File: src/rtl/ibex_pkg.sv
// ibex_pkg
// Shared definitions for the instruction-fetch slice: redirect target
// encodings (identical to the controller), the fetch FSM state type, the
// buffered response entry, and the default debug-module entry addresses.
package ibex_pkg;

    typedef enum logic [2:0] {
        PC_BOOT = 3'd0,
        PC_JUMP = 3'd1,
        PC_EXC  = 3'd2,
        PC_ERET = 3'd3,
        PC_DRET = 3'd4
    } pc_sel_e;

    typedef enum logic [1:0] {
        EXC_PC_EXC     = 2'd0,
        EXC_PC_IRQ     = 2'd1,
        EXC_PC_DBD     = 2'd2,
        EXC_PC_DBG_EXC = 2'd3
    } exc_pc_sel_e;

    typedef enum logic {
        FETCH_IDLE = 1'b0,
        FETCH_REQ  = 1'b1
    } fetch_state_e;

    localparam logic [31:0] DM_HALT_ADDR_DEFAULT = 32'h1A11_0800;
    localparam logic [31:0] DM_EXC_ADDR_DEFAULT  = 32'h1A11_0808;

    // One buffered bus response together with the PC it belongs to.
    typedef struct packed {
        logic [31:0] rdata;
        logic        err;
        logic [31:0] pc;
    } fetch_entry_t;

    function automatic logic [31:0] word_align(logic [31:0] addr);
        return addr & 32'hFFFF_FFFC;
    endfunction

endpackage

File: src/rtl/ibex_fetch_unit_if.sv
// ibex_fetch_unit_if
// Instruction bus between the fetch unit (master) and memory (slave).
//   req    master->slave  request valid, held until gnt
//   addr   master->slave  word address
//   gnt    slave->master  request accepted
//   rvalid slave->master  response valid (in request order)
//   rdata  slave->master  response data
//   err    slave->master  response carries a bus error
interface ibex_fetch_unit_if;
    logic        req;
    logic [31:0] addr;
    logic        gnt;
    logic        rvalid;
    logic [31:0] rdata;
    logic        err;

    modport master (
        output req, addr,
        input  gnt, rvalid, rdata, err
    );

    modport slave (
        input  req, addr,
        output gnt, rvalid, rdata, err
    );
endinterface

File: src/rtl/ibex_fetch_fifo.sv
// ibex_fetch_fifo
// Small circular buffer holding fetched instructions until ID takes them.
// Ports:
//   clk_i, rst_ni  clock, async active-low reset
//   flush_i        drop all entries (wins over push/pop)
//   push_i/push_data_i  write one entry (ignored when full)
//   pop_i          remove the head entry (ignored when empty)
//   pop_data_o     head entry, valid when !empty_o
//   count_o        number of stored entries
//   empty_o        no entries stored
module ibex_fetch_fifo
    import ibex_pkg::*;
#(
    parameter int unsigned DEPTH = 2,
    localparam int unsigned CNT_W = $clog2(DEPTH + 1)
) (
    input  logic             clk_i,
    input  logic             rst_ni,
    input  logic             flush_i,
    input  logic             push_i,
    input  fetch_entry_t     push_data_i,
    input  logic             pop_i,
    output fetch_entry_t     pop_data_o,
    output logic [CNT_W-1:0] count_o,
    output logic             empty_o
);

    localparam int unsigned PTR_W = (DEPTH > 1) ? $clog2(DEPTH) : 1;
    localparam logic [PTR_W-1:0] LAST_PTR = PTR_W'(DEPTH - 1);
    localparam logic [CNT_W-1:0] FULL_CNT = CNT_W'(DEPTH);

    fetch_entry_t     mem_q [DEPTH];
    logic [PTR_W-1:0] wr_ptr_q, rd_ptr_q;
    logic [CNT_W-1:0] count_q;
    logic             push_ok, pop_ok;

    function automatic logic [PTR_W-1:0] ptr_inc(logic [PTR_W-1:0] p);
        return (p == LAST_PTR) ? '0 : p + PTR_W'(1);
    endfunction

    assign push_ok = push_i && (count_q != FULL_CNT);
    assign pop_ok  = pop_i && (count_q != '0);

    always_ff @(posedge clk_i or negedge rst_ni) begin
        if (!rst_ni) begin
            wr_ptr_q <= '0;
            rd_ptr_q <= '0;
            count_q  <= '0;
            for (int i = 0; i < int'(DEPTH); i++) begin
                mem_q[i] <= '0;
            end
        end else if (flush_i) begin
            wr_ptr_q <= '0;
            rd_ptr_q <= '0;
            count_q  <= '0;
        end else begin
            if (push_ok) begin
                mem_q[wr_ptr_q] <= push_data_i;
                wr_ptr_q        <= ptr_inc(wr_ptr_q);
            end
            if (pop_ok) begin
                rd_ptr_q <= ptr_inc(rd_ptr_q);
            end
            count_q <= count_q + CNT_W'(push_ok) - CNT_W'(pop_ok);
        end
    end

    assign pop_data_o = mem_q[rd_ptr_q];
    assign count_o    = count_q;
    assign empty_o    = (count_q == '0);

endmodule

File: src/rtl/ibex_fetch_unit.sv
// ibex_fetch_unit
// Instruction fetch: computes redirect targets, issues word fetches on the
// instruction bus, buffers responses and hands them to ID.
// Optional build macro IBEX_FETCH_STAT_EN adds fetch_stall_cnt_o, a
// saturating count of cycles spent requesting without a grant.
// Ports:
//   clk_i, rst_ni          clock, async active-low reset
//   instr_req_i            controller allows new fetches
//   pc_set_i               redirect this cycle
//   pc_mux_i/exc_pc_mux_i  redirect target selects
//   exc_cause_i            IRQ vector index
//   boot_addr_i, jump_target_i, csr_mtvec_i, csr_mepc_i, csr_depc_i  target sources
//   instr_bus              instruction bus (master side)
//   id_in_ready_i          ID takes a new instruction
//   instr_valid_clear_i    ID drops its current instruction
//   instr_valid_id_o, instr_rdata_id_o, instr_fetch_err_o, pc_id_o  ID instruction
//   fetch_busy_o           requests outstanding or buffer non-empty
//
// state      | meaning
// FETCH_IDLE | no request on the bus (no permission or no free slot)
// FETCH_REQ  | request on the bus at fetch_addr, held until granted
module ibex_fetch_unit
    import ibex_pkg::*;
#(
    parameter int unsigned DEPTH        = 2,
    parameter logic [31:0] DM_HALT_ADDR = DM_HALT_ADDR_DEFAULT,
    parameter logic [31:0] DM_EXC_ADDR  = DM_EXC_ADDR_DEFAULT
) (
    input  logic        clk_i,
    input  logic        rst_ni,
    input  logic        instr_req_i,
    input  logic        pc_set_i,
    input  logic [2:0]  pc_mux_i,
    input  logic [1:0]  exc_pc_mux_i,
    input  logic [5:0]  exc_cause_i,
    input  logic [31:0] boot_addr_i,
    input  logic [31:0] jump_target_i,
    input  logic [31:0] csr_mtvec_i,
    input  logic [31:0] csr_mepc_i,
    input  logic [31:0] csr_depc_i,
    ibex_fetch_unit_if.master instr_bus,
    input  logic        id_in_ready_i,
    input  logic        instr_valid_clear_i,
    output logic        instr_valid_id_o,
    output logic [31:0] instr_rdata_id_o,
    output logic        instr_fetch_err_o,
    output logic [31:0] pc_id_o,
    output logic        fetch_busy_o
`ifdef IBEX_FETCH_STAT_EN
    ,
    output logic [15:0] fetch_stall_cnt_o
`endif
);

    localparam int unsigned CNT_W = $clog2(DEPTH + 1);
    localparam int unsigned OCC_W = CNT_W + 1;
    localparam logic [OCC_W-1:0] DEPTH_OCC = OCC_W'(DEPTH);

    fetch_state_e     state_q, state_d;
    logic [31:0]      fetch_addr_q, fetch_addr_d;
    logic [31:0]      resp_addr_q, resp_addr_d;
    logic [CNT_W-1:0] outstanding_q, outstanding_d;
    logic [CNT_W-1:0] discard_q, discard_d;

    logic [31:0]      exc_target, pc_target_raw, pc_target;
    logic             fetch_req, gnt_fire;
    logic [OCC_W-1:0] occ, occ_plus1, out_after_gnt;

    logic             fifo_push, fifo_pop, fifo_empty;
    logic [CNT_W-1:0] fifo_count;
    fetch_entry_t     fifo_in, fifo_out;

    logic             unused_inputs;

    // Low bits replaced by fixed offsets in the target formulas.
    assign unused_inputs = ^{boot_addr_i[7:0], csr_mtvec_i[7:0], exc_cause_i[5]};

    always_comb begin
        exc_target = {csr_mtvec_i[31:8], 8'h00};
        case (exc_pc_sel_e'(exc_pc_mux_i))
            EXC_PC_EXC:     exc_target = {csr_mtvec_i[31:8], 8'h00};
            EXC_PC_IRQ:     exc_target = {csr_mtvec_i[31:8], 1'b0, exc_cause_i[4:0], 2'b00};
            EXC_PC_DBD:     exc_target = DM_HALT_ADDR;
            EXC_PC_DBG_EXC: exc_target = DM_EXC_ADDR;
            default:        exc_target = {csr_mtvec_i[31:8], 8'h00};
        endcase
    end

    always_comb begin
        pc_target_raw = {boot_addr_i[31:8], 8'h80};
        case (pc_sel_e'(pc_mux_i))
            PC_BOOT: pc_target_raw = {boot_addr_i[31:8], 8'h80};
            PC_JUMP: pc_target_raw = jump_target_i;
            PC_EXC:  pc_target_raw = exc_target;
            PC_ERET: pc_target_raw = csr_mepc_i;
            PC_DRET: pc_target_raw = csr_depc_i;
            // Unused encodings fall back to the boot target.
            default: pc_target_raw = {boot_addr_i[31:8], 8'h80};
        endcase
        pc_target = word_align(pc_target_raw);
    end

    assign fetch_req = (state_q == FETCH_REQ);
    assign gnt_fire  = fetch_req && instr_bus.gnt;

    // Each outstanding request or stored entry holds one FIFO slot. Discarded
    // requests are still counted, which only makes the reservation stricter.
    assign occ           = {1'b0, outstanding_q} + {1'b0, fifo_count};
    assign occ_plus1     = occ + OCC_W'(1);
    assign out_after_gnt = {1'b0, outstanding_q} + OCC_W'(gnt_fire);

    always_comb begin
        state_d      = state_q;
        fetch_addr_d = fetch_addr_q;
        case (state_q)
            FETCH_IDLE: begin
                if (instr_req_i && (occ < DEPTH_OCC)) begin
                    state_d = FETCH_REQ;
                end
            end
            FETCH_REQ: begin
                if (gnt_fire) begin
                    fetch_addr_d = fetch_addr_q + 32'd4;
                    if (!(instr_req_i && (occ_plus1 < DEPTH_OCC))) begin
                        state_d = FETCH_IDLE;
                    end
                end
            end
            default: state_d = FETCH_IDLE;
        endcase
        // Redirect replaces any pending ungranted request; the FIFO is empty
        // next cycle so only in-flight requests occupy slots.
        if (pc_set_i) begin
            fetch_addr_d = pc_target;
            state_d      = (instr_req_i && (out_after_gnt < DEPTH_OCC)) ? FETCH_REQ : FETCH_IDLE;
        end
    end

    always_comb begin
        outstanding_d = outstanding_q + CNT_W'(gnt_fire) - CNT_W'(instr_bus.rvalid);
        discard_d     = discard_q;
        resp_addr_d   = resp_addr_q;
        fifo_push     = 1'b0;
        if (pc_set_i) begin
            // Everything still in flight after this cycle belongs to the old
            // stream, including a response arriving right now.
            discard_d   = outstanding_d;
            resp_addr_d = pc_target;
        end else if (instr_bus.rvalid) begin
            if (discard_q != '0) begin
                discard_d = discard_q - CNT_W'(1);
            end else begin
                fifo_push   = 1'b1;
                resp_addr_d = resp_addr_q + 32'd4;
            end
        end
    end

    assign fifo_in  = '{rdata: instr_bus.rdata, err: instr_bus.err, pc: resp_addr_q};
    assign fifo_pop = id_in_ready_i && !fifo_empty && !pc_set_i;

    ibex_fetch_fifo #(
        .DEPTH (DEPTH)
    ) u_fifo (
        .clk_i       (clk_i),
        .rst_ni      (rst_ni),
        .flush_i     (pc_set_i),
        .push_i      (fifo_push),
        .push_data_i (fifo_in),
        .pop_i       (fifo_pop),
        .pop_data_o  (fifo_out),
        .count_o     (fifo_count),
        .empty_o     (fifo_empty)
    );

    always_ff @(posedge clk_i or negedge rst_ni) begin
        if (!rst_ni) begin
            state_q <= FETCH_IDLE;
        end else begin
            state_q <= state_d;
        end
    end

    always_ff @(posedge clk_i or negedge rst_ni) begin
        if (!rst_ni) begin
            fetch_addr_q  <= '0;
            resp_addr_q   <= '0;
            outstanding_q <= '0;
            discard_q     <= '0;
        end else begin
            fetch_addr_q  <= fetch_addr_d;
            resp_addr_q   <= resp_addr_d;
            outstanding_q <= outstanding_d;
            discard_q     <= discard_d;
        end
    end

    // A pop presents a new instruction; clear only applies when nothing new arrives.
    always_ff @(posedge clk_i or negedge rst_ni) begin
        if (!rst_ni) begin
            instr_valid_id_o  <= 1'b0;
            instr_rdata_id_o  <= '0;
            instr_fetch_err_o <= 1'b0;
            pc_id_o           <= '0;
        end else if (fifo_pop) begin
            instr_valid_id_o  <= 1'b1;
            instr_rdata_id_o  <= fifo_out.rdata;
            instr_fetch_err_o <= fifo_out.err;
            pc_id_o           <= fifo_out.pc;
        end else if (pc_set_i || instr_valid_clear_i) begin
            instr_valid_id_o  <= 1'b0;
        end
    end

    assign instr_bus.req  = fetch_req;
    assign instr_bus.addr = fetch_addr_q;
    assign fetch_busy_o   = (outstanding_q != '0) || !fifo_empty;

`ifdef IBEX_FETCH_STAT_EN
    logic [15:0] stall_cnt_q;

    always_ff @(posedge clk_i or negedge rst_ni) begin
        if (!rst_ni) begin
            stall_cnt_q <= '0;
        end else if (fetch_req && !instr_bus.gnt && (stall_cnt_q != 16'hFFFF)) begin
            stall_cnt_q <= stall_cnt_q + 16'd1;
        end
    end

    assign fetch_stall_cnt_o = stall_cnt_q;
`endif

endmodule
File: src/flat_wrapper.sv
// flat-port wrapper written by rule: the top's interface ports become plain ports
module ibex_fetch_unit_flat import ibex_pkg::*;
#(
    parameter int unsigned DEPTH        = 2,
    parameter logic [31:0] DM_HALT_ADDR = DM_HALT_ADDR_DEFAULT,
    parameter logic [31:0] DM_EXC_ADDR  = DM_EXC_ADDR_DEFAULT
)
  (clk_i, rst_ni, instr_req_i, pc_set_i, pc_mux_i, exc_pc_mux_i, exc_cause_i, boot_addr_i, jump_target_i, csr_mtvec_i, csr_mepc_i, csr_depc_i, id_in_ready_i, instr_valid_clear_i, instr_valid_id_o, instr_rdata_id_o, instr_fetch_err_o, pc_id_o, fetch_busy_o, instr_bus_req, instr_bus_addr, instr_bus_gnt, instr_bus_rvalid, instr_bus_rdata, instr_bus_err);
  ibex_fetch_unit_if instr_bus_i ();
  input  logic clk_i;
  input  logic rst_ni;
  input  logic instr_req_i;
  input  logic pc_set_i;
  input  logic [2:0] pc_mux_i;
  input  logic [1:0] exc_pc_mux_i;
  input  logic [5:0] exc_cause_i;
  input  logic [31:0] boot_addr_i;
  input  logic [31:0] jump_target_i;
  input  logic [31:0] csr_mtvec_i;
  input  logic [31:0] csr_mepc_i;
  input  logic [31:0] csr_depc_i;
  input  logic id_in_ready_i;
  input  logic instr_valid_clear_i;
  output logic instr_valid_id_o;
  output logic [31:0] instr_rdata_id_o;
  output logic instr_fetch_err_o;
  output logic [31:0] pc_id_o;
  output logic fetch_busy_o;
  output wire logic [$bits(instr_bus_i.req)-1:0] instr_bus_req;
  output wire logic [$bits(instr_bus_i.addr)-1:0] instr_bus_addr;
  input wire logic [$bits(instr_bus_i.gnt)-1:0] instr_bus_gnt;
  input wire logic [$bits(instr_bus_i.rvalid)-1:0] instr_bus_rvalid;
  input wire logic [$bits(instr_bus_i.rdata)-1:0] instr_bus_rdata;
  input wire logic [$bits(instr_bus_i.err)-1:0] instr_bus_err;
  assign instr_bus_req = instr_bus_i.req;
  assign instr_bus_addr = instr_bus_i.addr;
  assign instr_bus_i.gnt = instr_bus_gnt;
  assign instr_bus_i.rvalid = instr_bus_rvalid;
  assign instr_bus_i.rdata = instr_bus_rdata;
  assign instr_bus_i.err = instr_bus_err;
  ibex_fetch_unit #(.DEPTH(DEPTH), .DM_HALT_ADDR(DM_HALT_ADDR), .DM_EXC_ADDR(DM_EXC_ADDR)) u_core (.clk_i(clk_i), .rst_ni(rst_ni), .instr_req_i(instr_req_i), .pc_set_i(pc_set_i), .pc_mux_i(pc_mux_i), .exc_pc_mux_i(exc_pc_mux_i), .exc_cause_i(exc_cause_i), .boot_addr_i(boot_addr_i), .jump_target_i(jump_target_i), .csr_mtvec_i(csr_mtvec_i), .csr_mepc_i(csr_mepc_i), .csr_depc_i(csr_depc_i), .instr_bus(instr_bus_i), .id_in_ready_i(id_in_ready_i), .instr_valid_clear_i(instr_valid_clear_i), .instr_valid_id_o(instr_valid_id_o), .instr_rdata_id_o(instr_rdata_id_o), .instr_fetch_err_o(instr_fetch_err_o), .pc_id_o(pc_id_o), .fetch_busy_o(fetch_busy_o));
endmodule
File: config.mk
export PLATFORM = sky130hd
export DESIGN_NAME = ibex_fetch_unit_flat
export DESIGN_NICKNAME = d
export VERILOG_FILES = /design/src/rtl/ibex_pkg.sv /design/src/rtl/ibex_fetch_unit_if.sv /design/src/rtl/ibex_fetch_fifo.sv /design/src/rtl/ibex_fetch_unit.sv /design/src/flat_wrapper.sv
export SDC_FILE = /design/constraint.sdc
export NUM_CORES = 1
export LEC_CHECK = 0
export ABC_AREA = 1
export CELL_PAD_IN_SITES_DETAIL_PLACEMENT = 1
export CELL_PAD_IN_SITES_GLOBAL_PLACEMENT = 1
export CORE_MARGIN = 2
export CORE_UTILIZATION = 33
export DETAILED_ROUTE_END_ITERATION = 7
export PLACE_DENSITY = 0.82
export SLEW_MARGIN = 20
export SYNTH_ARGS = -nofsm -noshare
export SYNTH_HDL_FRONTEND = slang
export SYNTH_SLANG_ARGS = --single-unit
File: constraint.sdc
create_clock -name clk_i -period 1.8 [get_ports clk_i]
set_clock_uncertainty 0.1 [all_clocks]
set_input_delay 0.45 -clock clk_i [delete_from_list [all_inputs] [get_ports clk_i]]
set_output_delay 0.45 -clock clk_i [all_outputs]
set_load 0.02 [all_outputs]
Word level (Yosys, flattened, before mapping)
Cells that the tools add are included.
{"block": "totals", "regBits": 269, "in_bits": 212}
{"block": "classes", "n_addsub": 12, "order_cmp": 6, "eq_ne": 9, "n_mux": 35, "bitwise_logic": 4, "n_reduce_logical": 29}
{"cell": "2-to-1 mux 65 bit", "count": 4}
{"cell": "one-hot mux 32 bit (4 select lines)", "count": 2}
{"cell": "2-to-1 mux 32 bit", "count": 6}
{"cell": "bitwise mux 130 bit", "count": 1}
{"cell": "demux 65 bit (select 1 bit)", "count": 1}
{"cell": "adder 32 x 3 -> 32 bit, second input constant", "count": 2}
{"cell": "nonzero test 2 bit", "count": 10}
{"cell": "2-to-1 mux 1 bit", "count": 16}
{"cell": "logical AND 1 bit", "count": 9}
{"cell": "< comparator 3 x 2 -> 1 bit, second input constant", "count": 3}
{"cell": "2-to-1 mux 2 bit", "count": 4}
{"cell": "AND reduction 2 bit", "count": 4}
{"cell": "== test 3 x 2 -> 1 bit, second input constant", "count": 2}
{"cell": "adder 2 x 1 -> 2 bit", "count": 2}
{"cell": "== test 2 bit, second input constant", "count": 2}
{"cell": "greater-or-equal comparator 2 bit, second input constant", "count": 2}
{"cell": "zero test 2 bit", "count": 2}
{"cell": "!= test 2 bit, second input constant", "count": 2}
{"cell": "inverter 1 -> 2 bit", "count": 2}
{"cell": "subtractor 2 x 1 -> 2 bit", "count": 2}
{"cell": "adder 2 x 1 -> 3 bit", "count": 1}
{"cell": "adder 2 x 2 -> 3 bit", "count": 1}
{"cell": "adder 3 x 1 -> 3 bit, second input constant", "count": 1}
{"cell": "== test 3 x 1 -> 1 bit, second input constant", "count": 1}
{"cell": "other kinds (9)", "count": 13}

Depth between registers and ports, before layout
Gate-level depths: netlist of run 1.
{"block": "depth", "depth_word": 8, "mapped_depth": 13, "ltp_nobuf": 11}

By module
A second synthesis of run 1 with hierarchy kept.
{"block": "hier_totals", "cells_unflattened": 2226, "area_unflattened_um2": 15170.8}
{"module": "ibex_fetch_unit", "n_inst": 1, "cells_per_inst": 1404, "area_each_um2": 8784.7, "seq_area_each_um2": 3278.1}
{"module": "ibex_fetch_fifo", "n_inst": 1, "cells_per_inst": 822, "area_each_um2": 6386.1, "seq_area_each_um2": 3353.2}

Worst setup path before layout of run 1
OpenSTA, ideal clock, no wires.
{"block": "synth_path", "path_type": "register to register", "start": "reg u_core.u_fifo.count_q[0] (netlist: u_core.u_fifo.count_o[0])", "end": "reg u_core.state_q (netlist: u_core.instr_bus.req)", "setup_time_ns": 0.067, "t_arrival_ns": 1.747, "required_ns": 1.633, "path_slack_ns": -0.113, "path_stages_with_launch": 8, "period_less_slack_ns": 1.913, "cell_sequence": "dfrtp_1 ha_1 fa_1 ha_1 xor2_1 o31ai_1 o211ai_1 nand2_1"}
{"block": "synth_via", "elab_chain_cells": 8, "elab_cells_between_ends": 11, "cone_classes": "2 x add/sub; 2 x order compare; 5 x mux; 2 x reduce/logical"}
{"item": "start, declared", "line": "ibex_fetch_fifo.sv:34", "rtl": "logic [CNT_W-1:0] count_q;"}
{"item": "start signal, assigned", "line": "ibex_fetch_fifo.sv:64", "rtl": "count_q <= count_q + CNT_W'(push_ok) - CNT_W'(pop_ok);"}
{"item": "adder 2 x 2 -> 3 bit (*)", "line": "ibex_fetch_unit.sv:108", "rtl": "assign occ = {1'b0, outstanding_q} + {1'b0, fifo_count};"}
{"item": "adder 3 x 1 -> 3 bit", "line": "ibex_fetch_unit.sv:109", "rtl": "assign occ_plus1 = occ + OCC_W'(1);"}
{"item": "< comparator 3 x 2 -> 1 bit", "line": "ibex_fetch_unit.sv:124", "rtl": "if (!(instr_req_i && (occ_plus1 < DEPTH_OCC))) begin"}
{"item": "logical AND 1 bit", "line": "ibex_fetch_unit.sv:124"}
{"item": "2-to-1 mux 1 bit", "line": "ibex_fetch_unit.sv:124"}
{"item": "2-to-1 mux 1 bit", "line": "ibex_fetch_unit.sv:122", "rtl": "if (gnt_fire) begin"}
{"item": "one-hot mux 1 bit (2 select lines) (*)", "line": "ibex_fetch_unit.sv:115", "rtl": "case (state_q)"}
{"item": "2-to-1 mux 1 bit (*)", "line": "ibex_fetch_unit.sv:133", "rtl": "if (pc_set_i) begin"}
{"item": "named net u_core.state_d", "line": "ibex_fetch_unit.sv:59", "rtl": "fetch_state_e state_q, state_d;"}
{"item": "end signal, assigned", "line": "ibex_fetch_unit.sv:180", "rtl": "state_q <= state_d;"}
{"item": "end, declared", "line": "ibex_fetch_unit.sv:59"}
Mark *: on every way through the listed nets, which the timed path passes. The rest lies on a longest branch.
A chain may end at the register's enable or synchronous reset.

Final worst setup path of run 1
Same ends and word-level chain as after synthesis.

==> results of run 1 <==
-- registers in the layout, indices dropped and copies added (netlist names), 2 cells and up --
name / flops
u_core.discard_q: 2
u_core.pc_id_o: 30
u_core.u_fifo.count_o: 2
u_core.instr_bus.addr: 30
u_core.u_fifo.mem_q: 126
u_core.instr_rdata_id_o: 32
u_core.outstanding_q: 2
u_core.resp_addr_q: 30
-- cell type report --
| type | count | area [µm²] | share of cell area [%] |
|---|---|---|---|
| Sequential cell | 259 | 6519 | 28.97 |
| Timing Repair inverter | 1 | 8.758 | 0.03892 |
| Inverter | 159 | 624.3 | 2.774 |
| Clock buffer | 41 | 903.4 | 4.014 |
| Timing Repair Buffer | 505 | 5411 | 24.05 |
| Multi-Input combinational cell | 1417 | 8158 | 36.25 |
| Tap cell | 539 | 674.4 | 2.997 |
| Clock inverter | 14 | 206.4 | 0.9173 |
-- what timing repair did --
action / in CTS / in global routing
setup buffers: 33 / 20
endpoints found under the setup margin: 170 / 259
gates cloned: 11 / 33
endpoints found under the hold margin: 130 / 0
gates resized for setup: 502 / 523
pin swaps: 13 / 34
hold buffers: 1 / 0
-- kinds of logic (layout without fill, tap and decap cells) --
| logic type | after synthesis | after routing | share of synthesized area (%) |
|---|---|---|---|
| AOI/OAI and AO/OA | 307 | 307 | 12.71 |
| and+or+nand+nor | 1084 | 1085 | 31.20 |
| adders and majority gates | 10 | 10 | 0.9497 |
| buffers and inverters | 259 | 720 | 8.018 |
| DFF | 259 | 259 | 46.41 |
| other | 1 | 4 | 0.02685 |
| xor gates and xnor gates | 11 | 11 | 0.6899 |
-- worst register-to-register path: stages, from the launching register on --
cell and delay [ps]:
dfrtp_1 400, ha_2 190, fa_2 570, ha_4 220, o31ai_4 230, o211ai_1 120, nand2_1 80
-- power by group --
group          internal (mW)  switching, mW  leakage [nW]
combinational           5.49           7.64          6.75
clock                   4.22           2.81         0.555
sequential              8.12           2.58          3.29
-- per-stage QoR --
| stage | setup WS, ps | hold slack, ps | cell area, µm² |
|---|---|---|---|
| after floorplan | -91.47 | 54.41 | 13980 |
| after global placement | -653.6 | 241.2 | 18390 |
| after detailed placement | -734.3 | 248.5 | 18390 |
| after CTS | -180.6 | 68.42 | 20310 |
| after global routing | -258.4 | 172.3 | 22510 |
| final | -187.5 | 147.5 | 22510 |
-- path summary, 6_finish.rpt --
check	end	slack [ps]	depth (start not counted)
worst max-delay path	u_core.instr_bus.req	-190	6
worst min-delay path	u_core.u_fifo.count_o[1]	150	2
worst max register to register	u_core.instr_bus.req	-190	6
worst min register to register	u_core.instr_rdata_id_o[3]	390	2
max in group asynchronous	u_core.u_fifo.mem_q[21]	680	3
min in group asynchronous	u_core.u_fifo.mem_q[112]	260	2
-- per-layer routing --
metal | vias to the layer above | global-route usage (%) | share of wire [%]
li1 | 7072 | - | -
met1 | 7950 | 31.75 | 38
met2 | 701 | 48.59 | 50
met3 | 263 | 4.130 | 5.8
met4 | 0 | 11.57 | 6.2
met5 | - | 0 | 0
-- synth_stat cells, types with 6 or more instances --
master	instances	area, µm²
dfrtp_1	259	6481
a21oi_1	70	350.3
buf_6	8	90.09
nand3_1	92	460.4
xor2_1	8	70.07
nand4_1	30	187.7
inv_2	6	22.52
nand2_1	617	2316
o21ai_1	30	150.1
nor2_1	317	1190
buf_2	35	175.2
a22oi_1	10	75.07
clkbuf_1	42	157.7
o21ai_2	6	52.55
inv_1	150	563.0
buf_4	10	75.07
ha_1	9	112.6
o21ai_0	116	580.6
nor2_2	9	56.30
o31ai_1	64	480.5
==> summary.md, run 1 <==
| Metric | Value |
|---|---|
| Status | complete, but fails checks |
| Violated checks | negative setup slack |
| Diodes inserted | 0 |
| CP top delay family | adder cells |
| Total Routed Length | just over 70000 µm |
| Final Hold Vio Count | 0 |
| PwrDens | 1372 nW/µm² |
| Largest net degree at the start of global routing | 64 |
| Fin. max-slew vios | 0 |
| Non-filler cells, final | 2935 |
| CTS sink cnt | around 260 |
| Clk slew on worst S/H paths | 70 ps |
| Placed cell count | 2790 |
| Capturing element type of the critical path | flop |
| Yosys warnings | 0 |
| Setup_tns | -9733 ps |
| Critical Path AT | ~2400 ps |
| Post-layout minimum cycle time | 1987 ps |
| Die width | 209.7 µm |
| Initial Util | around 33% |
| Chip height | 209.7 µm |
| Iteration count of the initial detailed-routing pass | 5 |
| Final Worst Setup Slack | -187.5 ps |
| Layout Utilization | 53.77% |
| CP Launch Point | u_core.u_fifo.count_o[0] |
| Nets | 2595 |
| Max Fclk | 503.1 MHz |
| Commonest cells after routing, fill and taps aside | 481 x nand2_1, 281 x nor2_1, 229 x dfrtp_1, 184 x clkdlybuf4s50_1, 141 x inv_1 |
| Asr flop ratio synth | 100.0% |
| MaxCap Viol Count | 0 |
| CP Cell Sequence | ha_2, fa_2, ha_4, o31ai_4, o211ai_1, nand2_1 |
| Critical path launch point type | flop |
| Tcrit/Tclk final | 110.4% |
| RSZ-0062 raised after global routing | true |
| Skew-Pair Late Insertion Delay | 590 ps |
| Core area | 41850 µm² |
| Min-delay src | pc_set_i |
| 1st-iter DRT viols | 1341 |
| Layout cell share with drive strength beyond 1 | 32.43% |
| Die area | 43980 µm² |
| GR Overflow Total | 0 |
| Sequential area share after synthesis | ~46% |
| Worst vdd ir | 0.7388 mV |
| CTS tree | built |
| Commonest non-fill, non-tap cell in the layout | nand2_1 |
| Number of remaining DRC errors | 0 |
| DP HPWL | 41080 µm |
| Overall power | 30.87 mW |
| Fillcell total | 4820 |
| Synth Area per Inst | 7.232 µm² |
| Wirelength per Cell | between 20 and 25 µm |
| Post-synth EDFFs | 0 |
| Max incr delay on CP | about 570 ps |
| Via Count | 15990 |
| Via density | 5.447 |
| Total CTS buffers | 30 |
| Vias in the first global route | between 15000 and 20000 |
| Leak pwr | 10.60 nW |
| Netlist cell types | 37 |
| Worst path required time | 2200 ps |
| Number of I/O port buffers | 284 |
| GPL Wtd Cong | ~0.96 |
| Longest Clk Path Bufs | 3 |
| Synth Register Bits | 259 |
| GRT Total Usage | 26.93% |
| CP bufs+invs | 0 |
| Row count | 75 |
| Synth Flop Type | dfrtp_1 |
| Crit-path max FO | 2 |
| ANT nets after route | 0 |
| Final setup viols | 137 |
| CTS H-tree depth | 1 |
| Initial antenna violation count | 1 |
| Global-route wire length before repair | 93190 µm |
| Slowest CP cell | fa_2 |
| FF-to-FF Start | u_core.u_fifo.count_o[0] |
| Worst hold path class | input pin to flop |
| Area of the mapped netlist | 13970 µm² |
| I/O pin cnt | 312 |
| Root Buffer | clkbuf_16 |
| Synth Instances | roughly 1900 |
| Synth-to-Final Area Change | 61.14% |
| Setup CP Type | flop to flop |
(Power assumes the default switching activity.)
==> inputs of run 2 (changes only) <==
--- a/config.mk
+++ b/config.mk
@@ -12,6 +12,7 @@
 export CORE_UTILIZATION = 33
 export DETAILED_ROUTE_END_ITERATION = 7
 export PLACE_DENSITY = 0.82
+export SKIP_LAST_GASP = 1
 export SLEW_MARGIN = 20
 export SYNTH_ARGS = -nofsm -noshare
 export SYNTH_HDL_FRONTEND = slang
==> summary.md, run 2 (synthesis gave the netlist of run 1 again) <==
| Metric | Value |
|---|---|
| 1st-iter DRT viols | 1222 (-8.9%) |
| Post-layout minimum cycle time | 2048 ps (+60.23 ps) |
| Clk slew on worst S/H paths | 70 ps (about the same) |
| Longest Clk Path Bufs | 3 (unchanged) |
| Initial Util | 33.37% (unchanged) |
| Placed cell count | 2790 (unchanged) |
| GPL Wtd Cong | 0.9584 (unchanged) |
| Leak pwr | 10.56 nW (-0.36%) |
| Commonest cells after routing, fill and taps aside | 501 x nand2_1, 278 x nor2_1, 232 x dfrtp_1, 184 x clkdlybuf4s50_1, 142 x inv_1 |
| Worst path required time | 2200 ps (about the same) |
| Number of remaining DRC errors | 0 (unchanged) |
| Nets | 2604 (+0.35%) |
| Seq. cell area | 6515 µm² (about the same) |
| Chip height | 209.7 µm (unchanged) |
| Fin. max-slew vios | 0 (unchanged) |
| Iteration count of the initial detailed-routing pass | 5 (unchanged) |
| I/O pin cnt | 312 (unchanged) |
| Vias in the first global route | 16490 (-0.15%) |
| DP HPWL | 41080 µm (unchanged) |
| Global-route wire length before repair | 92690 µm (-0.53%) |
| Layout cell share with drive strength beyond 1 | 31.39% (-1.0 points) |
| Synth-to-Final Area Change | 60.19% |
| ANT nets after route | 0 (unchanged) |
| Die area | 43980 µm² (unchanged) |
| Final Hold Vio Count | 0 (unchanged) |
| Worst vdd ir | 0.8123 mV (+9.9%) |
| GR Overflow Total | 0 (unchanged) |
| Wirelength per Cell | 23.98 µm (-2.9%) |
| Skew-Pair Late Insertion Delay | 600 ps (about the same) |
| Setup CP Type | flop to flop |
| CTS sink cnt | 259 (unchanged) |
| Final Worst Setup Slack | -247.7 ps (-60.23 ps) |
| Number of flip-flops in the largest register | 126 (unchanged) |
| MaxCap Viol Count | 0 (unchanged) |
| Pre-CTS setup slack | -734.3 ps (unchanged) |
| Row count | 75 (unchanged) |
| Area of the multi-input gates | 7895 µm² (-3.2%) |
| Core area | 41850 µm² (unchanged) |
| CTS tree | built |
| Max Fclk | 488.3 MHz (-2.9%) |
| Diodes inserted | 0 (unchanged) |
| Commonest non-fill, non-tap cell in the layout | nand2_1 |
| Worst hold path class | input pin to flop |
| Largest reg by FF count | u_core.u_fifo.mem_q |
| Root Buffer | clkbuf_16 |
| Critical Path AT | 2450 ps (+60 ps) |
| Capturing element type of the critical path | flop |
| Crit-path max FO | 3 (+1) |
| Status | complete, but fails checks |
| Tcrit/Tclk final | 113.8% (+3.3 points) |
| RSZ-0062 raised after global routing | true |
| Final setup viols | 160 (+17%) |
| GRT Total Usage | 26.73% (-0.20 points) |
| PwrDens | 1359 nW/µm² (-0.91%) |
| Min Hold Slack | 166.3 ps (+18.88 ps) |
| Largest net degree at the start of global routing | 64 (unchanged) |
| Critical path launch point type | flop |
| Violated checks | negative setup slack |
| Die width | 209.7 µm (unchanged) |
| Largest regs | u_core.u_fifo.mem_q: 126 flops, u_core.instr_rdata_id_o: 32 flops |
| CTS H-tree depth | 1 (unchanged) |
| Number of I/O port buffers | 284 (unchanged) |
| Via density | 5.449 (about the same) |
| Fillcell total | 4839 (+0.39%) |
| Initial antenna violation count | 1 (unchanged) |
| Setup_tns | -14480 ps (-4747 ps) |
| Total Routed Length | 70600 µm (-2.6%) |
| Total CTS buffers | 30 (unchanged) |
| Non-filler cells, final | 2944 (+0.31%) |
| Layout Utilization | 53.45% (-0.32 points) |
| Via Count | 16040 (+0.34%) |
-- run 2: cell types whose count changed in the layout (fill, tap and decap cells not counted), sizes merged --
cell / delta
buf: +7
clkdlybuf4s15: +3
clkbuf: -2
clkinv: +1
-- run 2: where the power goes --
part	internal, mW	switching, mW
registers	8.12	2.40
logic	5.45	7.46
clock network	4.22	2.75
-- run 2: final timing paths --
kind | startpoint | endpoint | slack [ps] | depth (start not counted)
worst min-delay path | pc_set_i | u_core.u_fifo.count_o[1] | 170 | 2
worst max register to register | u_core.discard_q[1] | u_core.u_fifo.count_o[1] | -250 | 11
min in group asynchronous | rst_ni | u_core.u_fifo.mem_q[76] | 240 | 2
worst min register to register | u_core.pc_id_o[25] | u_core.pc_id_o[25] | 380 | 2
max in group asynchronous | rst_ni | u_core.u_fifo.mem_q[21] | 720 | 3
worst max-delay path | u_core.discard_q[1] | u_core.u_fifo.count_o[1] | -250 | 11
-- run 2: per-stage QoR --
step	area, µm²	power, mW
detailed placement	18390	19.78
global route	22370	31.73
finish	22370	30.41
CTS	20240	27.37
global placement	18390	19.19
floorplan	13980	14.61
-- run 2: area by class of cell --
class | instances | area share (%)
Multi-Input combinational cell | 1417 | 35.29
Timing Repair Buffer | 513 | 24.73
Clock buffer | 41 | 4.038
Sequential cell | 259 | 29.12
Inverter | 159 | 2.813
Tap cell | 539 | 3.015
Timing Repair inverter | 2 | 0.06711
Clock inverter | 14 | 0.9228
-- run 2: layer usage --
layer  routed length (µm)  part of all wire, %  up-vias  global-route usage, %
met3                 4000                  5.7      252                  3.965
met2                35750                   51      738                  48.26
met1                26380                   37     7963                  31.50
met5                    0                    0        -                      0
li1                     -                    -     7088                      -
met4                 4470                  6.3        0                  11.67
-- run 2: worst max-delay path, cell delays in order (launching register included) --
cell and delay [ps]:
dfrtp_1 400, inv_1 70, ha_2 200, nand2_4 70, nor2_4 140, nand2_4 100
buf_12 140, ha_4 260, inv_2 50, ha_4 150, xor2_1 160, nor2_1 130
-- run 2: repair_timing --
item,in CTS,in global routing
gates resized for setup,470,480
endpoints found under the setup margin,170,260
buffers inserted,33,29
hold buffers,1,0
endpoints found under the hold margin,130,0
pin swaps,13,45
cloned,11,32
